`config.mk`:
```
export PLATFORM = sky130hd
export DESIGN_NAME = moisture_actuator_flat
export DESIGN_NICKNAME = d
export VERILOG_FILES = /design/src/rtl/moisture_actuator_if.sv /design/src/rtl/moisture_actuator.sv /design/src/flat_wrapper.sv
export SDC_FILE = /design/constraint.sdc
export NUM_CORES = 1
export LEC_CHECK = 0
export CORE_MARGIN = 2
export CORE_UTILIZATION = 45
export DETAILED_ROUTE_END_ITERATION = 8
export PLACE_DENSITY_LB_ADDON = 0.25
export SYNTH_ARGS = -nofsm -noshare
export SYNTH_HDL_FRONTEND = slang
export SYNTH_SLANG_ARGS = --single-unit
export TNS_END_PERCENT = 100
```
`constraint.sdc`:
```
create_clock -name clk -period 2.58 [get_ports clk]
set_input_delay 0.387 -clock clk [delete_from_list [all_inputs] [get_ports clk]]
set_output_delay 0.387 -clock clk [all_outputs]
set_load 0.03 [all_outputs]
```
`src/rtl/moisture_actuator_if.sv`:
```
// Moisture actuator control/status bundle: sensing inputs in, relay enables and status out.
interface moisture_actuator_if;
    logic       enable;
    logic       sample_valid;
    logic [5:0] wet;
    logic [5:0] ideal;
    logic       fault_clr;
    logic       humid_on;
    logic       dehumid_on;
    logic       fault;
    logic [2:0] state;

    // Controller side of the bundle
    modport master (
        output enable, sample_valid, wet, ideal, fault_clr,
        input  humid_on, dehumid_on, fault, state
    );

    // Actuator side of the bundle
    modport slave (
        input  enable, sample_valid, wet, ideal, fault_clr,
        output humid_on, dehumid_on, fault, state
    );
endinterface

```
`src/rtl/moisture_actuator.sv`:
```
// Moisture actuator sequencer: hysteresis start, minimum run, cooldown and run-timeout fault.
module moisture_actuator #(
    parameter int unsigned HYST   = 2,
    parameter int unsigned MIN_ON = 8,
    parameter int unsigned COOL   = 4,
    parameter int unsigned MAX_ON = 64
) (
    input  logic                clk,
    input  logic                rst,
    moisture_actuator_if.slave  io
);

    localparam int unsigned CNT_W = $clog2(MAX_ON);
    localparam int unsigned CMP_W = 7;

    typedef enum logic [2:0] {
        ST_IDLE    = 3'd0,
        ST_HUMID   = 3'd1,
        ST_DEHUMID = 3'd2,
        ST_COOL    = 3'd3,
        ST_FAULT   = 3'd4
    } state_t;

    state_t             state_q, state_d;
    logic [CNT_W-1:0]   cnt_q, cnt_d;
    logic               humid_on_q, humid_on_d;
    logic               dehumid_on_q, dehumid_on_d;
    logic               fault_q, fault_d;

    logic [CMP_W-1:0]   wet_w, ideal_w, hyst_w;
    logic               dry_c, damp_c;
    logic               setpoint_hit_c;
    logic               min_done_c, timeout_c, cool_done_c;

    // Widened comparisons so wet/ideal +/- HYST never wrap
    always_comb begin
        wet_w   = CMP_W'(io.wet);
        ideal_w = CMP_W'(io.ideal);
        hyst_w  = CMP_W'(HYST);
        dry_c   = (wet_w + hyst_w) < ideal_w;
        damp_c  = wet_w > (ideal_w + hyst_w);
        setpoint_hit_c = (state_q == ST_HUMID) ? (wet_w >= ideal_w) : (wet_w <= ideal_w);
        min_done_c  = cnt_q >= CNT_W'(MIN_ON - 1);
        timeout_c   = cnt_q == CNT_W'(MAX_ON - 1);
        cool_done_c = cnt_q == CNT_W'(COOL - 1);
    end

    // Next-state, dwell counter and decoded output values
    always_comb begin
        state_d = state_q;
        cnt_d   = cnt_q + CNT_W'(1);
        case (state_q)
            ST_IDLE: begin
                cnt_d = '0;
                if (io.enable && io.sample_valid && dry_c) begin
                    state_d = ST_HUMID;
                end else if (io.enable && io.sample_valid && damp_c) begin
                    state_d = ST_DEHUMID;
                end
            end
            ST_HUMID, ST_DEHUMID: begin
                // Setpoint exit outranks timeout when both land on the same cycle
                if (!io.enable) begin
                    state_d = ST_COOL;
                end else if (min_done_c && io.sample_valid && setpoint_hit_c) begin
                    state_d = ST_COOL;
                end else if (timeout_c) begin
                    state_d = ST_FAULT;
                end
            end
            ST_COOL: begin
                if (cool_done_c) begin
                    state_d = ST_IDLE;
                end
            end
            ST_FAULT: begin
                cnt_d = '0;
                if (io.fault_clr) begin
                    state_d = ST_IDLE;
                end
            end
            default: begin
                state_d = ST_IDLE;
            end
        endcase
        if (state_d != state_q) begin
            cnt_d = '0;
        end
        humid_on_d   = (state_d == ST_HUMID);
        dehumid_on_d = (state_d == ST_DEHUMID);
        fault_d      = (state_d == ST_FAULT);
    end

    // State, counter and output registers
    always_ff @(posedge clk or posedge rst) begin
        if (rst) begin
            state_q      <= ST_IDLE;
            cnt_q        <= '0;
            humid_on_q   <= 1'b0;
            dehumid_on_q <= 1'b0;
            fault_q      <= 1'b0;
        end else begin
            state_q      <= state_d;
            cnt_q        <= cnt_d;
            humid_on_q   <= humid_on_d;
            dehumid_on_q <= dehumid_on_d;
            fault_q      <= fault_d;
        end
    end

    assign io.humid_on   = humid_on_q;
    assign io.dehumid_on = dehumid_on_q;
    assign io.fault      = fault_q;
    assign io.state      = state_q;

endmodule
```
`src/flat_wrapper.sv`:
```
// flat-port wrapper written by rule: the top's interface ports become plain ports
module moisture_actuator_flat 
#(
    parameter int unsigned HYST   = 2,
    parameter int unsigned MIN_ON = 8,
    parameter int unsigned COOL   = 4,
    parameter int unsigned MAX_ON = 64
)
  (clk, rst, io_enable, io_sample_valid, io_wet, io_ideal, io_fault_clr, io_humid_on, io_dehumid_on, io_fault, io_state);
  moisture_actuator_if io_i ();
  input  logic clk;
  input  logic rst;
  input wire logic [$bits(io_i.enable)-1:0] io_enable;
  input wire logic [$bits(io_i.sample_valid)-1:0] io_sample_valid;
  input wire logic [$bits(io_i.wet)-1:0] io_wet;
  input wire logic [$bits(io_i.ideal)-1:0] io_ideal;
  input wire logic [$bits(io_i.fault_clr)-1:0] io_fault_clr;
  output wire logic [$bits(io_i.humid_on)-1:0] io_humid_on;
  output wire logic [$bits(io_i.dehumid_on)-1:0] io_dehumid_on;
  output wire logic [$bits(io_i.fault)-1:0] io_fault;
  output wire logic [$bits(io_i.state)-1:0] io_state;
  assign io_i.enable = io_enable;
  assign io_i.sample_valid = io_sample_valid;
  assign io_i.wet = io_wet;
  assign io_i.ideal = io_ideal;
  assign io_i.fault_clr = io_fault_clr;
  assign io_humid_on = io_i.humid_on;
  assign io_dehumid_on = io_i.dehumid_on;
  assign io_fault = io_i.fault;
  assign io_state = io_i.state;
  moisture_actuator #(.HYST(HYST), .MIN_ON(MIN_ON), .COOL(COOL), .MAX_ON(MAX_ON)) u_core (.clk(clk), .rst(rst), .io(io_i));
endmodule
```
==> results.ini, run 1 <==
[critical_path]
path_common_cell = ha_1
r2r_start = u_core.io.state[1]
critPathMaxStageDelay_ns = 0.56
critical_path.cell_chain = clkdlybuf4s50_1, ha_1, nand3_1, xnor2_1, ha_1, o21a_1, o32ai_1, nor4b_1, a31oi_1, and4_1
cp-end-kind = flop
path_max_fanout = 4
start_kind = input port
arrival_ns = 2.59
crit_type = in -> reg
slowest_stage = clkdlybuf4s50_1
critPathRequiredTime_ns = 2.74
crit_start = io_ideal[1]
rr_worst_depth = 5

[clock_tree]
cts.clk_slew.worst_paths_ns = 0.07
numCtsBuffers = 3
cts-root-buf = clkbuf_4
htree_levels = 1
clock-sinks = 12
cts_max_path_buffers = 2
clk_latency_ns = 0.27
cts_tree = built
postCtsHoldBufs = 0
postCtsSetupBuffers = 0

[yosys]
yosys.area.top_type = dfrtp_1
synth_top_family_by_area = simple AND/OR/NAND/NOR gates
synthSimpleGateAreaFrac = 0.217
synthFlopType = dfrtp_1
synthTopCellsByArea = dfrtp_1 25%, ha_1 20%, xnor2_1 5.1%
synth_cell_types = 39
synth-compound-area-share = 0.194
syn_area_per_cell_um2 = 8.66
synthCells = 138
yosys.area.top_type_share = 0.251
synth_fa_ha_area_frac = 0.199
synth_edf_count = 0
syn_area_mm2 = 0.00119
synth_nets = 174
yosysWarnings = 0
ys_ff_latch = 12
synth.area.mux_share = 0.00838
ys_seq_area_frac = 0.251
synth-xor-area-share = 0.0806
async_flop_share = 1.00

[final_layout]
multi_input_area_um2 = 835
nets = 215
seq_area_um2 = 300
layout_commonest_cell = clkdlybuf4s50_1
areaGrowthSynthToFinish_pct = 32.5
num_antenna_cells = 0
nFillCells = 225
layout_common_cells = 21 x clkdlybuf4s50_1, 19 x ha_1, 16 x buf_4, 14 x nand2_1
fin_area_mm2 = 0.00158
drive_gt1_frac = 0.136
finalNonFillerCells = 207

[pwr]
power_density_mw_per_mm2 = 608
irDropWorstVdd_v = 0.000555
leakage_uw = 0.000753

[die]
num_rows = 18
core_mm2 = 0.00250
fp.dieArea_mm2 = 0.00308
dieHeight_um = 55.5
start_util = 0.478
boundaryPins = 23
die_w_um = 55.5

[grt]
track_usage = 0.195
grt_overflow = 0
grt_max_degree = 13
antenna_found_initial = 0
first_global_vias = 1134
grt_pass1_wl_um = 4780

[detailed_routing]
vias = 1138
wl_per_cell_um = 13.2
detail_route.first_pass.iterations = 4
vias_per_cell = 5.50
drc = 0
drtIter0Drc = 26
antenna_left = 0
routed_wl_um = 2730

[timing]
fin_tns_setup_ns = 0
clock_skew_ns = 0.000497
period_minus_slack_ns = 2.42
post-route-period-util = 0.938
tightest_slew_ns = 0.523
max_slew_margin = 0.651
drv_slew = 0
hold_viol_final = 0
setup_ws_ns = 0.159
fmax_mhz = 413
grt_setup_unrepaired = no
setup_violations = 0

[outcome]
status = complete, no violations

[flow_run]
maxCapViolations = 0

[placement]
globalplace.congestion = 0.807
hpwl_um = 2320
portBuffers = 22
place_inst = 204
dpl_cell_area_mm2 = 0.00156
pre_cts_ws_ns = -0.171

[hold_path]
min_path_type = in -> async

==> worst paths after layout <==
kind / end / slack, ns
max: u_core.io.humid_on / 0.16
min reg2reg: u_core.cnt_q[0] / 0.47
max reg2reg: u_core.cnt_q[2] / 0.62
min in group clk: u_core.cnt_q[0] / 0.47
max in group asynchronous: u_core.cnt_q[4] / 1.86
min: u_core.io.state[2] / 0.41
==> per-layer routing <==
layer	track usage	wire [um]
met4	0.125	91
met1	0.217	1220
met3	0.0211	83
met5	0	0
met2	0.349	1330
==> state kept, by name, summed over array words and instances, names as in the netlist <==
signal	cells
u_core.io.dehumid_on	1
u_core.cnt_q	6
u_core.io.state	3
u_core.io.humid_on	1
u_core.io.fault	1
==> worst max-delay path, delay by kind of cell <==
kind            cells  cell delay, ns
xor+xnor            1            0.14
fa+ha+maj           2            0.51
compound gates      3            0.37
simple gates        3            0.63
buf+inv             1            0.56
==> cell type report <==
cell class	instances	share of cell area
Timing Repair Buffer	38	0.217
Inverter	12	0.0285
Sequential cell	12	0.190
Tap cell	30	0.0237
Multi-Input combinational cell	112	0.527
Clock buffer	3	0.0142
==> repair_timing <==
action                                  in CTS  in global routing
hold endpoints to repair                     0                  0
endpoints found under the setup margin       0                  9
gates resized for setup                      0                  2
==> report_power, final <==
group          total [uW]  switching [uW]  internal (uW)
clock network         113            58.5           54.1
registers             300            62.9            237
logic                 550             290            259
==> Yosys cell counts (2+ instances only) <==
master and instances:
nor3_1 3, a21o_1 2, o21ai_0 5, a31oi_1 4
dfrtp_1 12, inv_1 12, nand3_1 7, a21oi_1 6
xor2_1 4, xnor2_1 7, buf_4 2, nand2b_1 3
nor2_1 11, ha_1 19, and4_1 2, o211ai_1 2
and3_1 2, nand2_1 14
==> cells by family (layout without fill, tap and decap cells) <==
logic type | count (synthesis) | in the layout
adder cells (fa/ha/maj) | 19 | 19
flip-flops | 12 | 12
AO/OA/AOI/OAI | 32 | 32
XOR/XNOR | 11 | 11
multiplexers | 1 | 1
buffers and inverters | 14 | 53
AND/OR/NAND/NOR | 49 | 49
==> per-stage QoR <==
stage,hold slack [ns],total power [uW],utilization
finish,0.414,962,0.633
detailed placement,0.459,851,0.623
global placement,0.446,833,0.623
global route,0.460,1040,0.633
floorplan,0.252,684,-
CTS,0.423,967,0.632
(Power assumes the default switching activity.)
==> inputs of run 2 (changes only) <==
--- a/config.mk
+++ b/config.mk
@@ -6,9 +6,10 @@
 export NUM_CORES = 1
 export LEC_CHECK = 0
 export CORE_MARGIN = 2
-export CORE_UTILIZATION = 45
+export CORE_UTILIZATION = 31
 export DETAILED_ROUTE_END_ITERATION = 8
 export PLACE_DENSITY_LB_ADDON = 0.25
+export RECOVER_POWER = 50
 export SYNTH_ARGS = -nofsm -noshare
 export SYNTH_HDL_FRONTEND = slang
 export SYNTH_SLANG_ARGS = --single-unit
==> run 2 against run 1 <==
  * Via count is 2.2% higher
  * Sequential share of layout area is 0.79 points lower
  * Die area is 42% higher
  * Clock-buffer cell count stayed put
  * Cell count is 9.2% higher
  * Critical path type unchanged
  * Largest cell class unchanged
  * Highest routed layer unchanged
==> results.ini, run 2 (synthesis results as in run 1) <==
[grt]
track_usage = 0.134  ; was 0.195
grt_max_degree = 13  ; unchanged
grt_pass1_wl_um = 4570  ; was 4780 um
first_global_vias = 1119  ; was 1134
grt_overflow = 0  ; unchanged
antenna_found_initial = 0  ; unchanged

[final_layout]
postLayoutCoreUtil = 0.448  ; was 0.633
largest_reg_flops = 6  ; unchanged
drive_gt1_frac = 0.163  ; was 0.136
finalNonFillerCells = 226  ; was 207
nets = 216  ; was 215
layout_common_cells = 19 x ha_1, 19 x clkdlybuf4s50_1, 17 x buf_4, 14 x nand2_1  ; was 21 x clkdlybuf4s50_1, 19 x ha_1, 16 x buf_4, 14 x nand2_1
top_register = u_core.cnt_q  ; unchanged
areaGrowthSynthToFinish_pct = 38.2  ; was 32.5%
num_antenna_cells = 0  ; unchanged

[clock_tree]
cts.clk_slew.worst_paths_ns = 0.05  ; was 0.07 ns
numCtsBuffers = 3  ; unchanged
clk_latency_ns = 0.24  ; was 0.27 ns
postCtsSetupBuffers = 0  ; unchanged
cts_tree = built  ; unchanged
cts-root-buf = clkbuf_8  ; was clkbuf_4
cts_max_path_buffers = 2  ; unchanged
clock-sinks = 12  ; unchanged
htree_levels = 1  ; unchanged

[die]
start_util = 0.324  ; was 0.478
dieHeight_um = 66.1  ; was 55.5 um
die_w_um = 66.1  ; was 55.5 um
core_mm2 = 0.00369  ; was 0.00250 mm2
num_rows = 22  ; was 18
boundaryPins = 23  ; unchanged
fp.dieArea_mm2 = 0.00437  ; was 0.00308 mm2

[timing]
period_minus_slack_ns = 2.43  ; was 2.42 ns
timing.hold.ws_ns = 0.490  ; was 0.414 ns
fmax_mhz = 411  ; was 413 MHz
clock_skew_ns = 0.00459  ; was 0.000497 ns
post-route-period-util = 0.943  ; was 0.938
fin_tns_setup_ns = 0  ; unchanged
max_slew_margin = 0.655  ; was 0.651
drv_slew = 0  ; unchanged
grt_setup_unrepaired = no  ; unchanged
setup_violations = 0  ; unchanged
tightest_slew_ns = 0.516  ; was 0.523 ns
hold_viol_final = 0  ; unchanged

[placement]
place_inst = 223  ; was 204
hpwl_um = 2270  ; was 2320 um
globalplace.congestion = 0.807  ; unchanged
portBuffers = 22  ; unchanged

[critical_path]
critical_path.cell_chain = clkdlybuf4s50_1, ha_1, nand3_1, xnor2_1, ha_1, o21a_1, o32ai_1, nor4b_2, a31oi_2, and4_1  ; was clkdlybuf4s50_1, ha_1, nand3_1, xnor2_1, ha_1, o21a_1, o32ai_1, nor4b_1, a31oi_1, and4_1
path_buf_inv = 1  ; unchanged
path_common_cell = ha_1  ; unchanged
critPathMaxStageDelay_ns = 0.53  ; was 0.56 ns
critPathTopFamily = simple AND/OR/NAND/NOR gates  ; unchanged
cp-end-kind = flop  ; unchanged
start_kind = input port  ; unchanged
path_max_fanout = 3  ; was 4
crit_type = in -> reg  ; unchanged
arrival_ns = 2.56  ; was 2.59 ns
slowest_stage = clkdlybuf4s50_1  ; unchanged
critPathRequiredTime_ns = 2.71  ; was 2.74 ns

[detailed_routing]
vias_per_cell = 5.15  ; was 5.50
detail_route.first_pass.iterations = 4  ; unchanged
vias = 1163  ; was 1138
route.met3.wl_um = 134  ; was 83 um
antenna_left = 0  ; unchanged
routed_wl_um = 2710  ; was 2730 um
wl_per_cell_um = 12.0  ; was 13.2 um
wl_met1_um = 1230  ; was 1220 um
highest_layer = met4  ; unchanged
met2_length_um = 1260  ; was 1330 um
drc = 0  ; unchanged
drtIter0Drc = 56  ; was 26

[pwr]
irDropWorstVdd_v = 0.000214  ; was 0.000555 V
leakage_uw = 0.000768  ; was 0.000753 uW
power_density_mw_per_mm2 = 635  ; was 608 mW/mm2

[hold_path]
min_path_type = reg -> reg  ; was in -> async

[flow_run]
maxCapViolations = 0  ; unchanged

[outcome]
status = complete, no violations  ; unchanged

## run 2: changes by cell type in the layout (fill, tap and decap cells not counted), sizes merged
cell           previous run  this run
buf                      16        17
clkdlybuf4s50            21        19
dlygate4sd3               0         3
dlymetal6s2s              1         0
## run 2: stage by stage
stage	setup WS [ns]	power [uW]	area [um2]
6_report	0.148	1050	1650
2_1_floorplan	0.549	684	1190
3_3_place_gp	-0.106	857	1590
3_5_place_dp	-0.204	865	1590
5_1_grt	0.00751	1130	1650
4_1_cts	0.0666	1040	1630
## run 2: routing by layer
layer  track usage  up-vias
met5             0        -
met4        0.0867        0
met3        0.0102        9
met2         0.228       28
met1         0.162      545
li1              -      581
## run 2: final timing paths
| check | depth (start not counted) | slack [ns] | startpoint | to |
|---|---|---|---|---|
| setup / recovery | 10 | 0.15 | io_ideal[1] | u_core.io.humid_on |
| hold / removal | 1 | 0.49 | u_core.cnt_q[0] | u_core.cnt_q[0] |
| setup reg to reg | 6 | 0.59 | u_core.io.state[0] | u_core.cnt_q[5] |
| hold reg to reg | 1 | 0.49 | u_core.cnt_q[0] | u_core.cnt_q[0] |
| max in group asynchronous | 2 | 1.69 | rst | u_core.cnt_q[5] |
| min in group asynchronous | 2 | 0.58 | rst | u_core.io.dehumid_on |
## run 2: area by class of cell
| type | count | area, um2 |
|---|---|---|
| fill | 384 | 2040 |
| multi-input combinational | 112 | 857 |
| timing repair buffer | 39 | 348 |
| sequential | 12 | 300 |
| tap | 48 | 60.1 |
| inverter | 12 | 45.0 |
| clock buffer | 3 | 41.3 |
## run 2: what timing repair did
item,CTS,global route
resized for setup,0,6
hold buffers,0,0
setup endpoints to repair,0,9
## run 2: power breakdown
| part | switching (uW) | internal, uW | total [uW] | leakage [uW] |
|---|---|---|---|---|
| registers | 64.0 | 237 | 301 | 0.000158 |
| clock network | 64.8 | 103 | 167 | 0.0000216 |
| logic | 298 | 282 | 580 | 0.000588 |
==> inputs of run 3 (changes only) <==
==> constraint.sdc (replaced) <==
create_clock -name clk -period 2.58 [get_ports clk]
set_input_delay 0.645 -clock clk [delete_from_list [all_inputs] [get_ports clk]]
set_output_delay 0.645 -clock clk [all_outputs]
set_load 0.03 [all_outputs]
==> run 3 against run 2 <==
  * Critical endpoint unchanged
  * Clock-buffer cell count increased by 1
  * Combinational power increased by 10%
  * Sequential share of layout area decreased by 1.6 points
==> results.ini, run 3 (synthesis results as in run 1) <==
[die]
dieHeight_um = 66.1  ; unchanged
num_rows = 22  ; unchanged
fp.dieArea_mm2 = 0.00437  ; unchanged
boundaryPins = 23  ; unchanged
start_util = 0.324  ; unchanged
die_w_um = 66.1  ; unchanged
core_mm2 = 0.00369  ; unchanged

[detailed_routing]
drtIter0Drc = 47  ; was 56
routed_wl_um = 3040  ; was 2710 um
antenna_left = 0  ; unchanged
vias_per_cell = 5.11  ; was 5.15
vias = 1176  ; was 1163
detail_route.first_pass.iterations = 4  ; unchanged
wl_per_cell_um = 13.2  ; was 12.0 um
drc = 0  ; unchanged

[grt]
grt_pass1_wl_um = 4940  ; was 4570 um
grt_max_degree = 13  ; unchanged
first_global_vias = 1177  ; was 1119
antenna_found_initial = 0  ; unchanged
track_usage = 0.143  ; was 0.134
grt_overflow = 0  ; unchanged

[timing]
post-route-period-util = 0.954  ; was 0.943
setup_violations = 0  ; unchanged
fin_tns_setup_ns = 0  ; unchanged
clock_skew_ns = 0.000348  ; was 0.00459 ns
tightest_slew_ns = 0.626  ; was 0.516 ns
timing.hold.ws_ns = 0.461  ; was 0.490 ns
period_minus_slack_ns = 2.46  ; was 2.43 ns
max_slew_margin = 0.582  ; was 0.655
drv_slew = 0  ; unchanged
fmax_mhz = 406  ; was 411 MHz
grt_setup_unrepaired = no  ; unchanged
hold_viol_final = 0  ; unchanged

[critical_path]
regToRegSetupSlack_ns = 0.49  ; was 0.59 ns
path_max_fanout = 3  ; unchanged
critPathRequiredTime_ns = 2.76  ; was 2.71 ns
start_kind = input port  ; unchanged
crit_type = in -> reg  ; unchanged
arrival_ns = 2.64  ; was 2.56 ns
critPathTopFamily = simple AND/OR/NAND/NOR gates  ; unchanged
slowest_stage = or4_4  ; was clkdlybuf4s50_1
critical_path.cell_chain = dlygate4sd2_1, ha_2, inv_1, ha_1, o21ai_0, a21oi_1, or4_4, a31oi_4, and4_1  ; was clkdlybuf4s50_1, ha_1, nand3_1, xnor2_1, ha_1, o21a_1, o32ai_1, nor4b_2, a31oi_2, and4_1
path_buf_inv = 2  ; was 1
cp-end-kind = flop  ; unchanged
critPathMaxStageDelay_ns = 0.45  ; was 0.53 ns

[final_layout]
areaGrowthSynthToFinish_pct = 51.6  ; was 38.2%
layout_commonest_cell = buf_4
largest_reg_flops = 6  ; unchanged
num_antenna_cells = 0  ; unchanged
nets = 219  ; was 216
finalNonFillerCells = 230  ; was 226
fin_area_mm2 = 0.00181  ; was 0.00165 mm2
nFillCells = 355  ; was 384
drive_gt1_frac = 0.280  ; was 0.163
top_register = u_core.cnt_q  ; unchanged
layout_common_cells = 19 x buf_4, 14 x nand2_1, 14 x ha_1, 12 x dfrtp_1, 11 x nor2_1  ; was 19 x ha_1, 19 x clkdlybuf4s50_1, 17 x buf_4, 14 x nand2_1

[outcome]
status = complete, no violations  ; unchanged

[placement]
dpl_cell_area_mm2 = 0.00160  ; was 0.00159 mm2
place_inst = 225  ; was 223
portBuffers = 22  ; unchanged
globalplace.congestion = 0.840  ; was 0.807
hpwl_um = 2360  ; was 2270 um

[pwr]
leakage_uw = 0.000868  ; was 0.000768 uW
totalPowerFinal_uw = 1140  ; was 1050 uW
power_density_mw_per_mm2 = 632  ; was 635 mW/mm2
irDropWorstVdd_v = 0.000278  ; was 0.000214 V

[clock_tree]
cts-root-buf = clkbuf_8  ; unchanged
cts.clk_slew.worst_paths_ns = 0.05  ; about the same
cts_tree = built  ; unchanged
clk_latency_ns = 0.24  ; about the same
postCtsHoldBufs = 0  ; unchanged
numCtsBuffers = 3  ; unchanged
cts_max_path_buffers = 2  ; unchanged
clock-sinks = 12  ; unchanged
htree_levels = 1  ; unchanged

[flow_run]
maxCapViolations = 0  ; unchanged

[hold_path]
min_path_type = reg -> reg  ; unchanged

==> run 3: cell types whose count changed in the layout (fill, tap and decap cells not counted), sizes merged <==
cell	before	now
buf	17	20
clkbuf	3	4
clkdlybuf4s50	19	8
dlygate4sd3	3	4
dlygate4sd2	0	3
dlymetal6s2s	0	7
==> run 3: report_power, final <==
group	switching [uW]	internal (uW)
sequential	63.9	237
clock	68.8	135
combinational	330	309
==> run 3: area by class of cell <==
class	instances	area (um2)	area share
Clock buffer	4	55.1	0.0304
Inverter	12	45.0	0.0249
Multi-Input combinational cell	112	963	0.532
Sequential cell	12	300	0.166
Tap cell	48	60.1	0.0331
Timing Repair Buffer	42	388	0.214
==> run 3: worst paths after layout <==
| check | startpoint | endpoint | depth (start not counted) |
|---|---|---|---|
| setup / recovery | io_ideal[2] | u_core.io.humid_on | 9 |
| hold / removal | u_core.cnt_q[0] | u_core.cnt_q[0] | 1 |
| setup reg to reg | u_core.io.state[1] | u_core.cnt_q[5] | 5 |
| hold reg to reg | u_core.cnt_q[0] | u_core.cnt_q[0] | 1 |
| max in group asynchronous | rst | u_core.cnt_q[4] | 2 |
| min in group asynchronous | rst | u_core.io.state[1] | 2 |
==> run 3: repair_timing <==
item	4_1_cts	5_1_grt
resized for setup	10	26
endpoints found under the setup margin	10	10
setup buffers	0	1
cloned	0	0
pin swaps	4	13
==> run 3: layer usage <==
layer  global-route usage  routed length, um
met4               0.0612                 78
met1                0.165               1310
met5                    0                  0
met3              0.00681                 93
met2                0.268               1560
==> run 3: worst reg2reg max path: stages (launching register included) <==
cell and delay [ns]:
dfrtp_1 0.55, nor3b_1 0.58, a31o_2 0.28, a41oi_2 0.04, a221o_1 0.44, nor2_1 0.14
==> run 3: per-stage QoR <==
step	setup slack (ns)	util
floorplan	0.291	-
global placement	-0.355	0.435
detailed placement	-0.440	0.435
CTS	-0.0170	0.454
global route	0.00549	0.491
finish	0.119	0.491
